--- src/rtl/uart_rx_fsm.sv ---
`default_nettype none
// uart_rx_fsm: UART receive frame controller that sequences start, data, parity and stop bits.
// Rev 1.0: initial release.
module uart_rx_fsm #(
    parameter int DATA_W  = 8,
    parameter int PRESC_W = 6,
    parameter int BITC_W  = 4
) (
    input  logic               clk,
    input  logic               rst,
    input  logic               rx_in,
    input  logic               par_en,
    input  logic [PRESC_W-1:0] prescale,
    input  logic [BITC_W-1:0]  bit_cnt,
    input  logic [PRESC_W-1:0] edge_cnt,
    input  logic               strt_glitch,
    input  logic               par_err,
    input  logic               stp_err,
    output logic               cnt_en,
    output logic               samp_en,
    output logic               deser_en,
    output logic               strt_chk_en,
    output logic               par_chk_en,
    output logic               stp_chk_en,
    output logic               data_valid,
    output logic               frame_err
);

    typedef enum logic [2:0] {
        IDLE   = 3'd0,
        START  = 3'd1,
        DATA   = 3'd2,
        PARITY = 3'd3,
        STOP   = 3'd4,
        DONE   = 3'd5
    } state_t;

    state_t state;
    state_t state_nxt;
    logic   par_lat;
    logic   par_lat_nxt;
    logic   frame_err_nxt;
    logic   edge_last;
    logic   data_last;

    // cnt_en is high in every state that consults edge_last, so edge_last alone is bit_end there.
    assign edge_last = (edge_cnt == (prescale - PRESC_W'(1)));
    assign data_last = (bit_cnt == BITC_W'(DATA_W));

    always_ff @(posedge clk or posedge rst) begin
        if (rst) begin
            state     <= IDLE;
            par_lat   <= 1'b0;
            frame_err <= 1'b0;
        end else begin
            state     <= state_nxt;
            par_lat   <= par_lat_nxt;
            frame_err <= frame_err_nxt;
        end
    end

    always_comb begin
        state_nxt     = state;
        par_lat_nxt   = par_lat;
        frame_err_nxt = 1'b0;
        cnt_en        = 1'b0;
        samp_en       = 1'b0;
        deser_en      = 1'b0;
        strt_chk_en   = 1'b0;
        par_chk_en    = 1'b0;
        stp_chk_en    = 1'b0;
        data_valid    = 1'b0;

        case (state)
            IDLE: begin
                if (!rx_in) begin
                    state_nxt   = START;
                    par_lat_nxt = par_en;
                end
            end
            START: begin
                cnt_en      = 1'b1;
                samp_en     = 1'b1;
                strt_chk_en = 1'b1;
                if (edge_last) begin
                    if (strt_glitch) begin
                        state_nxt     = IDLE;
                        frame_err_nxt = 1'b1;
                    end else begin
                        state_nxt = DATA;
                    end
                end
            end
            DATA: begin
                cnt_en   = 1'b1;
                samp_en  = 1'b1;
                deser_en = 1'b1;
                if (edge_last && data_last) begin
                    state_nxt = par_lat ? PARITY : STOP;
                end
            end
            PARITY: begin
                cnt_en     = 1'b1;
                samp_en    = 1'b1;
                par_chk_en = 1'b1;
                if (edge_last) begin
                    if (par_err) begin
                        state_nxt     = IDLE;
                        frame_err_nxt = 1'b1;
                    end else begin
                        state_nxt = STOP;
                    end
                end
            end
            STOP: begin
                cnt_en     = 1'b1;
                samp_en    = 1'b1;
                stp_chk_en = 1'b1;
                if (edge_last) begin
                    if (stp_err) begin
                        state_nxt     = IDLE;
                        frame_err_nxt = 1'b1;
                    end else begin
                        state_nxt = DONE;
                    end
                end
            end
            DONE: begin
                // cnt_en stays low here so the counter clears between back-to-back frames.
                data_valid = 1'b1;
                if (!rx_in) begin
                    state_nxt   = START;
                    par_lat_nxt = par_en;
                end else begin
                    state_nxt = IDLE;
                end
            end
            default: begin
                state_nxt = IDLE;
            end
        endcase
    end

endmodule
`default_nettype wire

--- config.mk ---
export PLATFORM = sky130hd
export DESIGN_NAME = uart_rx_fsm
export DESIGN_NICKNAME = d
export VERILOG_FILES = /design/src/rtl/uart_rx_fsm.sv
export SDC_FILE = /design/constraint.sdc
export NUM_CORES = 1
export LEC_CHECK = 0
export CAP_MARGIN = 20
export CORE_UTILIZATION = 33
export CTS_CLUSTER_SIZE = 30
export DETAILED_ROUTE_END_ITERATION = 7
export GPL_TIMING_DRIVEN = 1
export HOLD_SLACK_MARGIN = 0.02
export PLACE_DENSITY = 0.7
export SLEW_MARGIN = 20
export SYNTH_ARGS = -nofsm -noshare
export SYNTH_HDL_FRONTEND = slang
export SYNTH_SLANG_ARGS = --single-unit
--- constraint.sdc ---
create_clock -name clk -period 1.7 [get_ports clk]
set_clock_uncertainty 0.15 [all_clocks]
set_input_delay 0.51 -clock clk [delete_from_list [all_inputs] [get_ports clk]]
set_output_delay 0.51 -clock clk [all_outputs]
set_load 0.03 [all_outputs]
==> run summary <==
count of routing violations after the opening detailed-route iteration = 21
Least-Margin Pin Slew = 0.301 ns
post-layout worst setup margin = -0.196 ns
ports placed on the boundary = 31
Root Buffer = sky130_fd_sc_hd__clkbuf_4
source of the worst register-to-register timing path = state[0]$_DFFE_PP0P_
number of hold violations in the final report = 0
starting utilization of the core area = 35.6%
core outline area = 1760 µm²
unique cell type count in the Yosys netlist = 34
number of endpoints failing setup at the final stage = 10
most instantiated flip-flop cell in the synthesis netlist = sky130_fd_sc_hd__dfrtp_1
area delta synth->final = 143%
post-synthesis cell area = 628 µm²
RSZ-0062 raised after global routing = true
Bufs on Longest Clock Path = 2
# H-tree levels = 1
mean number of vias per cell = 5.20
Max Fanout on Critical Path = 3
number of placed cells counting well taps = 146
finished layout cell area = 1530 µm²
leakage component of the power = 0.697 nW
result of the run = finished with violations
critical path capture point type = output pin
max cap viols = 0
data required time of the critical path = 1.04 ns
ratio of cells with drive above 1 in the final layout = 69.0%
number of detailed-routing iterations run before antenna repair = 5
post-synthesis cell count = 77
number of nets produced by synthesis = 101
worst skew pair latency = 0.26 ns
WL per Instance = 16.2 µm
final hold slack = 0.307 ns
total track usage = 24.5%
number of standard-cell rows in the floorplan = 15
Die W = 45.6 µm
number of buffers added to fix hold violations after cts = 0
Total Die Area = 2080 µm²
final weighted congestion of routability-driven global placement = 0.812
number of synthesized flops with an enable pin = 0
pin count of the biggest net entering global routing = 11
post-layout minimum cycle time = 1.90 ns
failing checks = setup timing
number of filler cells placed in the layout = 108
Peak VDD IR = 0.938 mV
DRC viols = 0
net count reported at finish = 167
Pins Over Slew Limit = 0
relative max-transition margin = 80.0%
sort of element at the start of the critical path = flip-flop
reg2reg end = state[0]$_DFFE_PP0P_
core occupancy in the finished layout = 86.5%
placed standard-cell area = 1110 µm²
clock transition at the registers of the reported paths = 0.06 ns
via count of the first global-routing pass = 820
Tcrit/Tclk final = 112%
buffers added on ports = 30
antenna violations before repair = 0
post-detailed-placement half-perimeter wirelength = 1.44 mm
final wirelength = 2.71 mm
R2R cell count = 7
die extent in y = 45.6 µm
antenna viol nets, final = 0
global route overflow = 0
total power density per cell area = 1290 nW/µm²
highest clock frequency the design can meet = 527 MHz
mean cell area of the mapped netlist = 8.16 µm²
number of storage elements in the synthesis netlist = 5
Synth warnings = 0
share of flip-flops with an asynchronous set or reset after synthesis = 100%
sequential area share after synthesis = 19.9%
sum of negative setup slack = -1.40 ns
data arrival time at the worst-slack endpoint = 1.24 ns
diodes inserted = 0
number of buffers inserted during clock tree synthesis = 3
global-route wire length before repair = 3.57 mm
classification of the worst-slack hold path = in -> async
number of cells in the finished layout apart from fillers = 167
clock sink total = 5
Crit Path Category = reg -> out
clock tree from TritonCTS = built
via count = 868
minimum setup slack among reg-to-reg paths = -0.16 ns
metrics by stage:
stage	power [mW]	worst slack [ns]
finish	1.97	-0.196
global route	2.04	-0.263
CTS	1.73	-0.186
detailed placement	1.20	-0.868
global placement	1.18	-0.838
floorplan	0.829	-0.186
cell usage after synthesis (2+ instances only):
library cell | number | area (µm²)
sky130_fd_sc_hd__buf_2 | 2 | 10.0
sky130_fd_sc_hd__xnor2_1 | 5 | 43.8
sky130_fd_sc_hd__inv_1 | 6 | 22.5
sky130_fd_sc_hd__nand3_1 | 3 | 15.0
sky130_fd_sc_hd__nand2_1 | 3 | 11.3
sky130_fd_sc_hd__nor2_1 | 16 | 60.1
sky130_fd_sc_hd__a21oi_1 | 5 | 25.0
sky130_fd_sc_hd__mux2_1 | 2 | 22.5
sky130_fd_sc_hd__a31oi_1 | 2 | 12.5
sky130_fd_sc_hd__nand2b_1 | 5 | 31.3
sky130_fd_sc_hd__dfrtp_1 | 5 | 125
cells by family (layout without fill, tap and decap cells):
group / count (synthesis) / after routing / synth area share, %
XOR/XNOR: 7 / 7 / 11.0
buffers and inverters: 10 / 75 / 6.97
multiplexers: 4 / 4 / 7.57
AO/OA/AOI/OAI: 17 / 17 / 21.9
AND/OR/NAND/NOR: 33 / 33 / 30.7
flip-flops: 5 / 5 / 19.9
adder cells (fa/ha/maj): 1 / 1 / 1.99
power by group:
part | internal [mW] | switching [mW]
combinational | 0.861 | 0.719
clock | 0.0899 | 0.0664
sequential | 0.159 | 0.0724
how the worst max path moves through the flow:
stage | from | cells past startpoint | end | slack [ns]
final | state[0]$_DFFE_PP0P_ | 4 | cnt_en | -0.20
after global routing | state[0]$_DFFE_PP0P_ | 4 | cnt_en | -0.26
after CTS | state[0]$_DFFE_PP0P_ | 7 | state[0]$_DFFE_PP0P_ | -0.19
after detailed placement | prescale[1] | 10 | state[0]$_DFFE_PP0P_ | -0.87
after global placement | prescale[1] | 10 | state[0]$_DFFE_PP0P_ | -0.84
after floorplan | prescale[1] | 8 | state[0]$_DFFE_PP0P_ | -0.19
worst max-delay path: stages (launching register included):
cell                      delay, ns
sky130_fd_sc_hd__dfrtp_1       0.41
sky130_fd_sc_hd__nor2_1        0.11
sky130_fd_sc_hd__buf_4         0.16
sky130_fd_sc_hd__xnor2_4       0.13
sky130_fd_sc_hd__buf_6         0.16
routing by layer:
metal	share of wire [%]	vias to the layer above	GRT usage (%)
met4	3.7	0	4.24
met1	39	416	28.6
met3	4.5	10	4.76
met2	53	39	45.7
li1	-	403	-
met5	0	-	0
cell type report:
class | instances | area, µm² | share of cell area (%)
Multi-Input combinational cell | 62 | 709 | 46.5
Timing Repair Buffer | 65 | 596 | 39.0
Sequential cell | 5 | 126 | 8.28
Inverter | 6 | 37.5 | 2.46
Tap cell | 25 | 31.3 | 2.05
Clock buffer | 4 | 26.3 | 1.72
cells in the final DEF (no fill, tap or decap), drive strengths merged, types with 2 or more instances in the layout:
cell / instances
buf: 48
nor2: 16
clkbuf: 8
inv: 6
xnor2: 6
nand2b: 5
dlygate4sd2: 5
clkdlybuf4s50: 5
dfrtp: 5
a21oi: 5
nand3: 3
mux2: 3
nand2: 3
a211oi: 2
dlymetal6s2s: 2
o211ai: 2
a31oi: 2
o32ai: 2
registers in the layout (all words and copies together) (netlist names):
name / cells
par_lat: 1
frame_err: 1
state: 3
what timing repair did:
action	CTS	global route
setup buffers	11	8
endpoints found under the setup margin	12	11
resized for setup	66	45
pin swaps	20	24
Note: power is estimated with default switching activity, not from simulation.
==> edit (same settings) <==
Make the reset (`rst`) synchronous in one clocked block.
--- a/src/rtl/uart_rx_fsm.sv
+++ b/src/rtl/uart_rx_fsm.sv
@@ -47,7 +47,7 @@
     assign edge_last = (edge_cnt == (prescale - PRESC_W'(1)));
     assign data_last = (bit_cnt == BITC_W'(DATA_W));
 
-    always_ff @(posedge clk or posedge rst) begin
+    always_ff @(posedge clk) begin
         if (rst) begin
             state     <= IDLE;
             par_lat   <= 1'b0;
Formal check against the unedited RTL: differs if rst is asserted again (counterexample within 4 cycles, from zero or initial values and one cycle with rst high); with rst held inactive, the same outputs for 10 cycles.
==> edit against the unedited design <==
The run still ends with negative setup slack left; wire length fell by 13%; sequential share of layout area fell by 0.62 points; non-clock buffer count fell by 8; first-iteration DRC count rose by 52%; cell count fell by 3.0%; power fell by 31%; combinational power fell by 33%; die area rose by 1.3%; worst setup slack got worse by 0.0056 ns; sequential cell count did not move; area after synthesis rose by 1.4%; cell area fell by 12%; critical endpoint is now state[1]$_SDFFE_PP0P_; highest routed layer unchanged.
==> edit: results (changes against the unedited design) <==
| Metric | Value |
|---|---|
| Outcome | `complete, but fails checks (unchanged)` |
| Violated checks | `negative setup slack (unchanged)` |
| Filler Cell Count | `129 (was 108)` |
| Multi-input logic area | `633 um2 (was 709 um2)` |
| Commonest cells post-synth | `nor2_1, inv_1, a21oi_1, dfxtp_1, xor2_1 (was nor2_1, inv_1)` |
| Async set-reset flop share out of synthesis | `0% (was 100%)` |
| Drt total wl | `2.35 mm (was 2.71 mm)` |
| Register area share after synthesis | `15.7% (was 19.9%)` |
| GR Util met1 | `27.2% (was 28.6%)` |
| Met2 wire len | `1.22 mm (was 1.44 mm)` |
| Vias in the first global route | `825 (was 820)` |
| Setup Buffers After CTS | `10 (was 11)` |
| Worst-path fanout max | `5 (was 3)` |
| Sequential power | `166 uW (was 231 uW)` |
| CTS resizes | `67 (was 66)` |
| WL met1 | `965 um (was 1.05 mm)` |
| Met3 global-route usage | `3.57% (was 4.76%)` |
| Multiplexer share of the synthesized area | `3.14% (was 7.57%)` |
| Detail Placement HPWL | `1.46 mm (was 1.44 mm)` |
| Largest net degree at the start of global routing | `10 (was 11)` |
| Arr. time, crit path | `1.85 ns (was 1.24 ns)` |
| Leakage power | `0.000627 uW (was 0.000697 uW)` |
| Setup-failing EPs final | `9 (was 10)` |
| CTS clk-pin slew, worst paths | `0.04 ns (was 0.06 ns)` |
| Met3 WL | `141 um (was 121 um)` |
| Least-Margin Pin Slew | `0.333 ns (was 0.301 ns)` |
| 1st-pass router iterations | `4 (was 5)` |
| Max incr delay on CP | `0.26 ns (was 0.41 ns)` |
| Final TNS setup | `-0.614 ns (was -1.40 ns)` |
| ClkCell Share | `1.96% (was 1.72%)` |
| XOR/XNOR Fraction of Synth Area | `9.63% (was 11.0%)` |
| Final worst setup slack | `-0.201 ns (was -0.196 ns)` |
| Data buffer area share | `38.7% (was 39.0%)` |
| Area grow syn2layout | `110% (was 143%)` |
| HP Class | `reg -> reg (was in -> async)` |
| Synth Flop Type | `dfxtp_1 (was dfrtp_1)` |
| Logic pwr share | `78.1% (was 80.3%)` |
| Clk Latency, worst-skew pair | `0.24 ns (was 0.26 ns)` |
| First-pass GRT wire length | `3.36 mm (was 3.57 mm)` |
| Post-synthesis adder-cell area fraction | `1.96% (was 1.99%)` |
| Comb_multi_in | `64 (was 62)` |
| Routability Congestion | `0.799 (was 0.812)` |
| GRT Resource Usage Total | `21.8% (was 24.5%)` |
| Sequential portion of the cell area | `7.66% (was 8.28%)` |
| M2 GR Usage | `37.2% (was 45.7%)` |
| Share of layout cells above drive strength 1 | `59.9% (was 69.0%)` |
| Non-CTS inverters | `7 (was 6)` |
| Netlist cell types | `38 (was 34)` |
edit: metrics by stage:
| stage | instances | total power (uW) | setup slack, ns |
|---|---|---|---|
| floorplan | 80 | 727 | -0.143 |
| finish | 162 | 1360 | -0.201 |
| global route | 162 | 1450 | -0.202 |
| CTS | 159 | 1260 | -0.215 |
| global placement | 144 | 973 | -0.773 |
| detailed placement | 144 | 978 | -0.805 |
edit: final timing paths:
check / cells after the start / startpoint / slack, ns / to
setup / recovery: 8 / prescale[4] / -0.20 / state[1]$_SDFFE_PP0P_
hold / removal: 2 / par_lat$_SDFFE_PP0P_ / 0.38 / par_lat$_SDFFE_PP0P_
setup reg to reg: 6 / state[1]$_SDFFE_PP0P_ / -0.08 / state[1]$_SDFFE_PP0P_
hold reg to reg: 2 / par_lat$_SDFFE_PP0P_ / 0.38 / par_lat$_SDFFE_PP0P_
